`src/rtl/pipelined_fixed_divider_if.sv`:
```
// ---------------------------------------------------------------------------
// pipelined_fixed_divider_if
// Operation/result handshake bundle for the pipelined fixed-point divider.
//
// Request side  : in_valid, in_ready, rs1, rs2, in_tag
// Response side : out_valid, out_ready, rd, out_tag, ovf, dbz
//
// Modports:
//   master - the producer/consumer around the divider (drives operands and
//            out_ready, observes results)
//   slave  - the divider itself
// ---------------------------------------------------------------------------
interface pipelined_fixed_divider_if #(
  parameter int IN_WIDTH  = 12,
  parameter int OUT_WIDTH = 12,
  parameter int TAG_WIDTH = 4
);
  logic                 in_valid;
  logic                 in_ready;
  logic [IN_WIDTH-1:0]  rs1;
  logic [IN_WIDTH-1:0]  rs2;
  logic [TAG_WIDTH-1:0] in_tag;

  logic                 out_valid;
  logic                 out_ready;
  logic [OUT_WIDTH-1:0] rd;
  logic [TAG_WIDTH-1:0] out_tag;
  logic                 ovf;
  logic                 dbz;

  modport master (
    output in_valid, rs1, rs2, in_tag, out_ready,
    input  in_ready, out_valid, rd, out_tag, ovf, dbz
  );

  modport slave (
    input  in_valid, rs1, rs2, in_tag, out_ready,
    output in_ready, out_valid, rd, out_tag, ovf, dbz
  );
endinterface

```
`src/rtl/pipelined_fixed_divider.sv`:
```
// ---------------------------------------------------------------------------
// pipelined_fixed_divider
// Fully pipelined signed fixed-point divider: rd = (rs1 / rs2) * 2^OUT_FRAC,
// truncated toward zero, saturated to OUT_WIDTH bits, with a sideband tag.
//
// Ports:
//   clk    - rising-edge clock
//   rst_n  - asynchronous active-low reset
//   bus    - pipelined_fixed_divider_if.slave
//            in_valid/in_ready/rs1/rs2/in_tag  : operation handshake
//            out_valid/out_ready/rd/out_tag    : result handshake
//            ovf  : result saturated (non-zero divisor)
//            dbz  : divisor was zero
//
// Pipeline: accept register (magnitudes, sign, zero-divisor), N restoring
// division stages of BITS_PER_STAGE quotient bits each, and an output
// register doing sign restore + saturation. Latency N+2, one op per cycle.
// The whole pipeline stalls together when the output is held.
// ---------------------------------------------------------------------------

// One restoring-division register stage. The dividend bits and the quotient
// share one shift register: dividend bits leave at the top while quotient
// bits enter at the bottom, so after Q_BITS steps it holds the quotient.
module pfd_stage #(
  parameter int W     = 12,   // magnitude width
  parameter int QB    = 23,   // dividend/quotient width
  parameter int STEPS = 1,    // quotient bits resolved here
  parameter int TW    = 4
) (
  input  logic          clk,
  input  logic          en,
  input  logic [W-1:0]  i_rem,
  input  logic [QB-1:0] i_rq,
  input  logic [W-1:0]  i_d,
  input  logic          i_s,
  input  logic          i_z,
  input  logic          i_n,
  input  logic [TW-1:0] i_tag,
  output logic [W-1:0]  o_rem,
  output logic [QB-1:0] o_rq,
  output logic [W-1:0]  o_d,
  output logic          o_s,
  output logic          o_z,
  output logic          o_n,
  output logic [TW-1:0] o_tag
);
  // One extra bit: partial remainder < divisor <= 2^(W-1), so the shifted
  // trial value always fits in W+1 bits.
  logic [W:0]    w_rem;
  logic [QB-1:0] w_rq;

  always_comb begin
    w_rem = {1'b0, i_rem};
    w_rq  = i_rq;
    for (int i = 0; i < STEPS; i++) begin
      w_rem = {w_rem[W-1:0], w_rq[QB-1]};
      w_rq  = w_rq << 1;
      if (w_rem >= {1'b0, i_d}) begin
        w_rem   = w_rem - {1'b0, i_d};
        w_rq[0] = 1'b1;
      end
    end
  end

  // Datapath only; validity travels in the top-level valid shift register.
  always_ff @(posedge clk) begin
    if (en) begin
      o_rem <= w_rem[W-1:0];
      o_rq  <= w_rq;
      o_d   <= i_d;
      o_s   <= i_s;
      o_z   <= i_z;
      o_n   <= i_n;
      o_tag <= i_tag;
    end
  end
endmodule

module pipelined_fixed_divider #(
  parameter int IN_WIDTH       = 12,
  parameter int OUT_WIDTH      = 12,
  parameter int OUT_FRAC       = 11,
  parameter int BITS_PER_STAGE = 1,
  parameter int TAG_WIDTH      = 4
) (
  input  logic                      clk,
  input  logic                      rst_n,
  pipelined_fixed_divider_if.slave  bus
);
  localparam int QB     = IN_WIDTH + OUT_FRAC;
  localparam int N      = (QB + BITS_PER_STAGE - 1) / BITS_PER_STAGE;
  localparam int STAGES = N + 1;   // accept reg + N div stages; [STAGES] = out
  localparam int CW     = ((QB > OUT_WIDTH) ? QB : OUT_WIDTH) + 1;

  localparam logic [CW-1:0]        C_MAX    = (CW'(1) << (OUT_WIDTH-1)) - CW'(1);
  localparam logic [CW-1:0]        C_MINMAG = CW'(1) << (OUT_WIDTH-1);
  localparam logic [OUT_WIDTH-1:0] RD_MAX   = {1'b0, {(OUT_WIDTH-1){1'b1}}};
  localparam logic [OUT_WIDTH-1:0] RD_MIN   = {1'b1, {(OUT_WIDTH-1){1'b0}}};

  // ---- handshake -----------------------------------------------------------
  logic [STAGES:0] r_vld_pipe;
  logic            w_adv;

  assign w_adv        = !r_vld_pipe[STAGES] || bus.out_ready;
  assign bus.in_ready = w_adv;
  assign bus.out_valid = r_vld_pipe[STAGES];

  // Bubbles are carried as zeros; nothing moves while the output is held.
  always_ff @(posedge clk or negedge rst_n) begin
    if (!rst_n)      r_vld_pipe <= '0;
    else if (w_adv)  r_vld_pipe <= {r_vld_pipe[STAGES-1:0], bus.in_valid};
  end

  // ---- stage 0: accept register --------------------------------------------
  // Negation in IN_WIDTH unsigned bits maps the most negative input to its
  // true magnitude 2^(IN_WIDTH-1).
  logic [IN_WIDTH-1:0]  w_mag1, w_mag2;
  logic [QB-1:0]        r_rq0;
  logic [IN_WIDTH-1:0]  r_d0;
  logic                 r_s0, r_z0, r_n0;
  logic [TAG_WIDTH-1:0] r_tag0;

  assign w_mag1 = bus.rs1[IN_WIDTH-1] ? (-bus.rs1) : bus.rs1;
  assign w_mag2 = bus.rs2[IN_WIDTH-1] ? (-bus.rs2) : bus.rs2;

  always_ff @(posedge clk) begin
    if (w_adv) begin
      r_rq0  <= QB'(w_mag1) << OUT_FRAC;
      r_d0   <= w_mag2;
      r_s0   <= bus.rs1[IN_WIDTH-1] ^ bus.rs2[IN_WIDTH-1];
      r_z0   <= (bus.rs2 == '0);
      r_n0   <= bus.rs1[IN_WIDTH-1];
      r_tag0 <= bus.in_tag;
    end
  end

  // ---- stages 1..N: restoring division --------------------------------------
  logic [N:0][IN_WIDTH-1:0]  w_rem;
  logic [N:0][QB-1:0]        w_rq;
  logic [N:0][IN_WIDTH-1:0]  w_d;
  logic [N:0]                w_s, w_z, w_n;
  logic [N:0][TAG_WIDTH-1:0] w_tag;

  assign w_rem[0] = '0;
  assign w_rq[0]  = r_rq0;
  assign w_d[0]   = r_d0;
  assign w_s[0]   = r_s0;
  assign w_z[0]   = r_z0;
  assign w_n[0]   = r_n0;
  assign w_tag[0] = r_tag0;

  for (genvar k = 1; k <= N; k++) begin : g_stage
    // The final stage picks up the leftover bits when QB is not a multiple.
    localparam int STEPS = (k * BITS_PER_STAGE <= QB) ? BITS_PER_STAGE
                                                      : QB - (k-1) * BITS_PER_STAGE;
    pfd_stage #(
      .W(IN_WIDTH), .QB(QB), .STEPS(STEPS), .TW(TAG_WIDTH)
    ) u_stage (
      .clk   (clk),
      .en    (w_adv),
      .i_rem (w_rem[k-1]), .i_rq (w_rq[k-1]), .i_d (w_d[k-1]),
      .i_s   (w_s[k-1]),   .i_z  (w_z[k-1]),  .i_n (w_n[k-1]),
      .i_tag (w_tag[k-1]),
      .o_rem (w_rem[k]),   .o_rq (w_rq[k]),   .o_d (w_d[k]),
      .o_s   (w_s[k]),     .o_z  (w_z[k]),    .o_n (w_n[k]),
      .o_tag (w_tag[k])
    );
  end

  // Final remainder and divisor are not needed past the last stage.
  logic w_unused;
  assign w_unused = ^{w_rem[N], w_d[N]};

  // ---- output stage: sign restore, saturation, flags ------------------------
  logic [CW-1:0]        w_qe;
  logic [OUT_WIDTH-1:0] w_rd;
  logic                 w_ovf, w_dbz;

  assign w_qe = CW'(w_rq[N]);

  always_comb begin
    w_rd  = w_qe[OUT_WIDTH-1:0];
    w_ovf = 1'b0;
    w_dbz = 1'b0;
    if (w_z[N]) begin
      // Quotient is meaningless here; 0/0 counts as non-negative.
      w_dbz = 1'b1;
      w_rd  = w_n[N] ? RD_MIN : RD_MAX;
    end else if (!w_s[N]) begin
      if (w_qe > C_MAX) begin
        w_rd  = RD_MAX;
        w_ovf = 1'b1;
      end
    end else begin
      // Magnitude 2^(OUT_WIDTH-1) negates exactly to MIN without overflow.
      if (w_qe > C_MINMAG) begin
        w_rd  = RD_MIN;
        w_ovf = 1'b1;
      end else begin
        w_rd  = -w_qe[OUT_WIDTH-1:0];
      end
    end
  end

  logic [OUT_WIDTH-1:0] r_rd;
  logic [TAG_WIDTH-1:0] r_tag;
  logic                 r_ovf, r_dbz;

  // Flags are qualified by the valid bit so they read 0 on bubbles.
  always_ff @(posedge clk or negedge rst_n) begin
    if (!rst_n) begin
      r_rd  <= '0;
      r_tag <= '0;
      r_ovf <= 1'b0;
      r_dbz <= 1'b0;
    end else if (w_adv) begin
      r_rd  <= w_rd;
      r_tag <= w_tag[N];
      r_ovf <= r_vld_pipe[N] & w_ovf;
      r_dbz <= r_vld_pipe[N] & w_dbz;
    end
  end

  assign bus.rd      = r_rd;
  assign bus.out_tag = r_tag;
  assign bus.ovf     = r_ovf;
  assign bus.dbz     = r_dbz;
endmodule

```
`src/flat_wrapper.sv`:
```
// flat-port wrapper written by rule: the top's interface ports become plain ports
module pipelined_fixed_divider_flat 
#(
  parameter int IN_WIDTH       = 12,
  parameter int OUT_WIDTH      = 12,
  parameter int OUT_FRAC       = 11,
  parameter int BITS_PER_STAGE = 1,
  parameter int TAG_WIDTH      = 4
)
  (clk, rst_n, bus_in_valid, bus_rs1, bus_rs2, bus_in_tag, bus_out_ready, bus_in_ready, bus_out_valid, bus_rd, bus_out_tag, bus_ovf, bus_dbz);
  pipelined_fixed_divider_if #(.IN_WIDTH(IN_WIDTH), .OUT_WIDTH(OUT_WIDTH), .TAG_WIDTH(TAG_WIDTH)) bus_i ();
  input  logic clk;
  input  logic rst_n;
  input wire logic [$bits(bus_i.in_valid)-1:0] bus_in_valid;
  input wire logic [$bits(bus_i.rs1)-1:0] bus_rs1;
  input wire logic [$bits(bus_i.rs2)-1:0] bus_rs2;
  input wire logic [$bits(bus_i.in_tag)-1:0] bus_in_tag;
  input wire logic [$bits(bus_i.out_ready)-1:0] bus_out_ready;
  output wire logic [$bits(bus_i.in_ready)-1:0] bus_in_ready;
  output wire logic [$bits(bus_i.out_valid)-1:0] bus_out_valid;
  output wire logic [$bits(bus_i.rd)-1:0] bus_rd;
  output wire logic [$bits(bus_i.out_tag)-1:0] bus_out_tag;
  output wire logic [$bits(bus_i.ovf)-1:0] bus_ovf;
  output wire logic [$bits(bus_i.dbz)-1:0] bus_dbz;
  assign bus_i.in_valid = bus_in_valid;
  assign bus_i.rs1 = bus_rs1;
  assign bus_i.rs2 = bus_rs2;
  assign bus_i.in_tag = bus_in_tag;
  assign bus_i.out_ready = bus_out_ready;
  assign bus_in_ready = bus_i.in_ready;
  assign bus_out_valid = bus_i.out_valid;
  assign bus_rd = bus_i.rd;
  assign bus_out_tag = bus_i.out_tag;
  assign bus_ovf = bus_i.ovf;
  assign bus_dbz = bus_i.dbz;
  pipelined_fixed_divider #(.IN_WIDTH(IN_WIDTH), .OUT_WIDTH(OUT_WIDTH), .OUT_FRAC(OUT_FRAC), .BITS_PER_STAGE(BITS_PER_STAGE), .TAG_WIDTH(TAG_WIDTH)) u_core (.clk(clk), .rst_n(rst_n), .bus(bus_i));
endmodule
```
`config.mk`:
```
export PLATFORM = sky130hd
export DESIGN_NAME = pipelined_fixed_divider_flat
export DESIGN_NICKNAME = d
export VERILOG_FILES = /design/src/rtl/pipelined_fixed_divider_if.sv /design/src/rtl/pipelined_fixed_divider.sv /design/src/flat_wrapper.sv
export SDC_FILE = /design/constraint.sdc
export NUM_CORES = 1
export LEC_CHECK = 0
export CORE_ASPECT_RATIO = 2
export CORE_UTILIZATION = 43
export DETAILED_ROUTE_END_ITERATION = 12
export GPL_TIMING_DRIVEN = 0
export PLACE_DENSITY = 0.6
export SLEW_MARGIN = 10
export SYNTH_ARGS = -nofsm -noshare
export SYNTH_HDL_FRONTEND = slang
export SYNTH_SLANG_ARGS = --single-unit
```
`constraint.sdc`:
```
create_clock -name clk -period 91.4 [get_ports clk]
set_input_delay 22.85 -clock clk [delete_from_list [all_inputs] [get_ports clk]]
set_output_delay 22.85 -clock clk [all_outputs]
set_load 0.005 [all_outputs]
```
==> results.md <==
- Status: finished clean
- Crit-path slowest cell: clkdlybuf4s50_1
- First-pass iteration count of the detailed router: 7
- Worst endpoint data arrival time: 27.23 ns
- CTS tree: yes
- Starting density of the core: 0.4330
- MaxCap Viol Count: 0
- Vias in the first global route: 30,017
- Most common cell after layout, fill and taps aside: edfxtp_1
- Fin Hold WS: 0.4109 ns
- Critical path peak fanout: 39
- Avg WL per Cell: 19.00 um
- Clock Path Buffers: 3
- FF+latch count, synth: 1,105
- DR vias: 28,962
- Hold Crit Depth: 0
- Post-synth EDFFs: 1,062
- R2R Setup Slk: 87.24 ns
- IO Port Bufs: 51
- GR Util All Layers: 0.1763
- Clock sink total: 1,105
- CP cell instances: clkdlybuf4s50_1 -> nor2b_1 -> clkbuf_1 -> inv_2 -> buf_2 -> buf_12 -> buf_12 -> buf_12 -> buf_12 -> buf_12 -> buf_16 -> buf_12 -> buf_12 -> buf_12 -> buf_16 -> clkdlybuf4s50_1
- FILL cells: 10,191
- Area contributors post-synth: edfxtp_1, ha_1, mux2_1
- CP endpoint kind: primary output
- Post-Place Setup Slack: 41.26 ns
- Share of Yosys cell area claimed by the top area cell type: 0.6276
- FMAX: 19.97 MHz
- Final Hold Viols: 0
- Register area share after synthesis: 0.6487
- Clock root cell: clkbuf_16
- Synth async-reset ratio: 0.03891
- Reg2reg start: u_core.r_vld_pipe[24]
- Io pins: 52
- Htree depth: 3
- 1st-iter DRT viols: 1,324
- Total CTS buffers: 99
- Area grow syn2layout: 12.91%
- GP Congestion: 0.8738
- Die area: 119,600 um2
- Fin nets: 4,205
- Min setup slack post-route: 41.32 ns
- Pin slew with the least headroom to its limit: 1.000 ns
- Final worst path period need: 50.08 ns
- Hold_buf cts: 0
- First-pass GRT wire length: 160,100 um
- Pin count of the biggest net entering global routing: 41
- Avg Cell Area, Syn: 13.75 um2
- Worst Hold Endpoint: u_core.g_stage[23].u_stage.o_s
- Cell taking the most area after synthesis: edfxtp_1
- Die Span Y: 488.2 um
- Unrepaired setup endpoints after global routing: no
- Final number of setup-violating endpoints: 0
- Critical Path Max Stage Delay: 0.52 ns
- Worst Hold Launch: u_core.g_stage[22].u_stage.o_s
- Tcrit/Tclk final: 0.5479
- Core area: 117,400 um2
- Worst Path Required: 68.55 ns
- FP Rows: 178
- Reg-to-reg critical path endpoint: u_core.g_stage[5].u_stage.o_tag[1]
- Layout cells sized above 1: 0.07186
- Syn Inst Count: 3,697
- Ys Warns: 0
- Post-Syn Nets: 4,019
- Antenna Nets Post-Route: 0
- Ys flop type: edfxtp_1
- Final Max Slew Viols: 0
- Hpwl dp: 78,830 um
- R2R depth: 14
- Remaining global-route overflow: 0
- Final Skew: 0.01541 ns
- Worst rel slew slack: 0.3274
- Hold Path Class: flip-flop to flip-flop
- Startpoint class of the critical path: input port
- Crit Path Class: input port to primary output
- Worst skew pair latency: 0.70 ns
- Die Width: 245.1 um
- Antenna violations before repair: 1
- Most frequent cells in the layout: edfxtp_1, inv_1, ha_1
- Post-CTS sizing: 0
- Vias per cell: 5.268
- Post-DP Area: 53,950 um2
- Cell variety after synth: 84
- Post-route cell area: 57,380 um2
- Post-CTS setup buffer count: 0
- Total Routed Length: 104,500 um
- Clock transition at the registers of the reported paths: 0.07 ns
- Netlist Area Pre-Place: 50,820 um2
- DRC errors left: 0
- Util after Layout: 0.4888
- Critical Path Most Common Cell: buf_12
## synth_stat cells (24+ instances only)
library cell	instances
o21a_1	54
inv_1	382
mux2i_1	62
nand3_1	49
nand2b_1	28
edfxtp_1	1062
o21ai_0	98
ha_1	269
nor2_1	228
a21oi_1	148
nand4_1	37
dfrtp_1	43
nand2_1	252
mux2_1	155
nor4_1	24
o211ai_1	29
a21o_1	29
a31oi_1	40
a211o_1	38
nor2b_1	76
nor3_1	37
xor2_1	38
clkbuf_1	37
xnor2_1	120
## worst max-delay path, delay by kind of cell
kind                   cells  cell delay [ns]
buffers and inverters     15             4.16
AND/OR/NAND/NOR            1             0.04
## cell type report
cell class | instances | area (um2) | share of cell area
multi-input combinational | 2141 | 16110 | 0.2808
sequential | 1105 | 32970 | 0.5746
tap | 1530 | 1914 | 0.03337
inverter | 389 | 1460 | 0.02545
clock inverter | 69 | 832.0 | 0.01450
clock buffer | 115 | 2590 | 0.04514
buffer | 62 | 280.3 | 0.004885
antenna | 2 | 5.005 | 0.00008723
timing repair buffer | 85 | 1216 | 0.02120
## worst max-delay path by stage
stage / from / to / slack (ns) / cells after the start
3_3_place_gp: bus_out_ready / bus_in_ready / -1.53 / 6
6_report: bus_out_ready / bus_in_ready / 41.32 / 16
4_1_cts: bus_out_ready / bus_in_ready / 41.24 / 16
3_5_place_dp: bus_out_ready / bus_in_ready / 41.26 / 16
5_1_grt: bus_out_ready / bus_in_ready / 41.03 / 16
2_1_floorplan: bus_out_ready / bus_in_ready / 16.71 / 4
## layer usage
layer	global-route usage	vias up	wire (um)
met5	0	-	0
met4	0.1142	0	6810
met3	0.02425	263	2573
met2	0.3850	466	64730
met1	0.1319	14158	30370
li1	-	14075	-
## sequential cells by signal, indices dropped and copies added (netlist names)
| name | flops |
|---|---|
| u_core.bus.out_tag | 4 |
| u_core.r_vld_pipe | 25 |
| u_core.r_d0 | 12 |
| u_core.r_rq0 | 12 |
| u_core.g_stage.u_stage.o_rq | 342 |
| u_core.r_n0 | 1 |
| u_core.bus.ovf | 1 |
| u_core.g_stage.u_stage.o_tag | 92 |
| u_core.bus.dbz | 1 |
| u_core.r_tag0 | 4 |
| u_core.g_stage.u_stage.o_n | 23 |
| u_core.g_stage.u_stage.o_d | 264 |
| u_core.r_z0 | 1 |
| u_core.g_stage.u_stage.o_rem | 264 |
| u_core.g_stage.u_stage.o_z | 23 |
| u_core.bus.rd | 12 |
| u_core.r_s0 | 1 |
| u_core.g_stage.u_stage.o_s | 23 |
## kinds of logic (layout without fill, tap and decap cells)
logic type / count (synthesis) / count (layout) / share of synthesized area
xor gates and xnor gates: 158 / 158 / 0.02723
and+or+nand+nor: 812 / 812 / 0.07606
adders and majority gates: 290 / 290 / 0.07451
muxes: 239 / 239 / 0.05144
other: 0 / 2 / 0
buffers and inverters: 451 / 720 / 0.03422
DFF: 1105 / 1105 / 0.6487
AOI/OAI and AO/OA: 642 / 642 / 0.08780
## through the flow
step / cells / TNS [ns]
finish: 5498 / 0
global route: 5497 / 0
CTS: 5496 / 0
detailed placement: 5312 / 0
global placement: 5278 / -1.528
floorplan: 3697 / 0
Power is not shown: default switching activity piles up to over one toggle a cycle in this logic, so the estimate is an artifact.
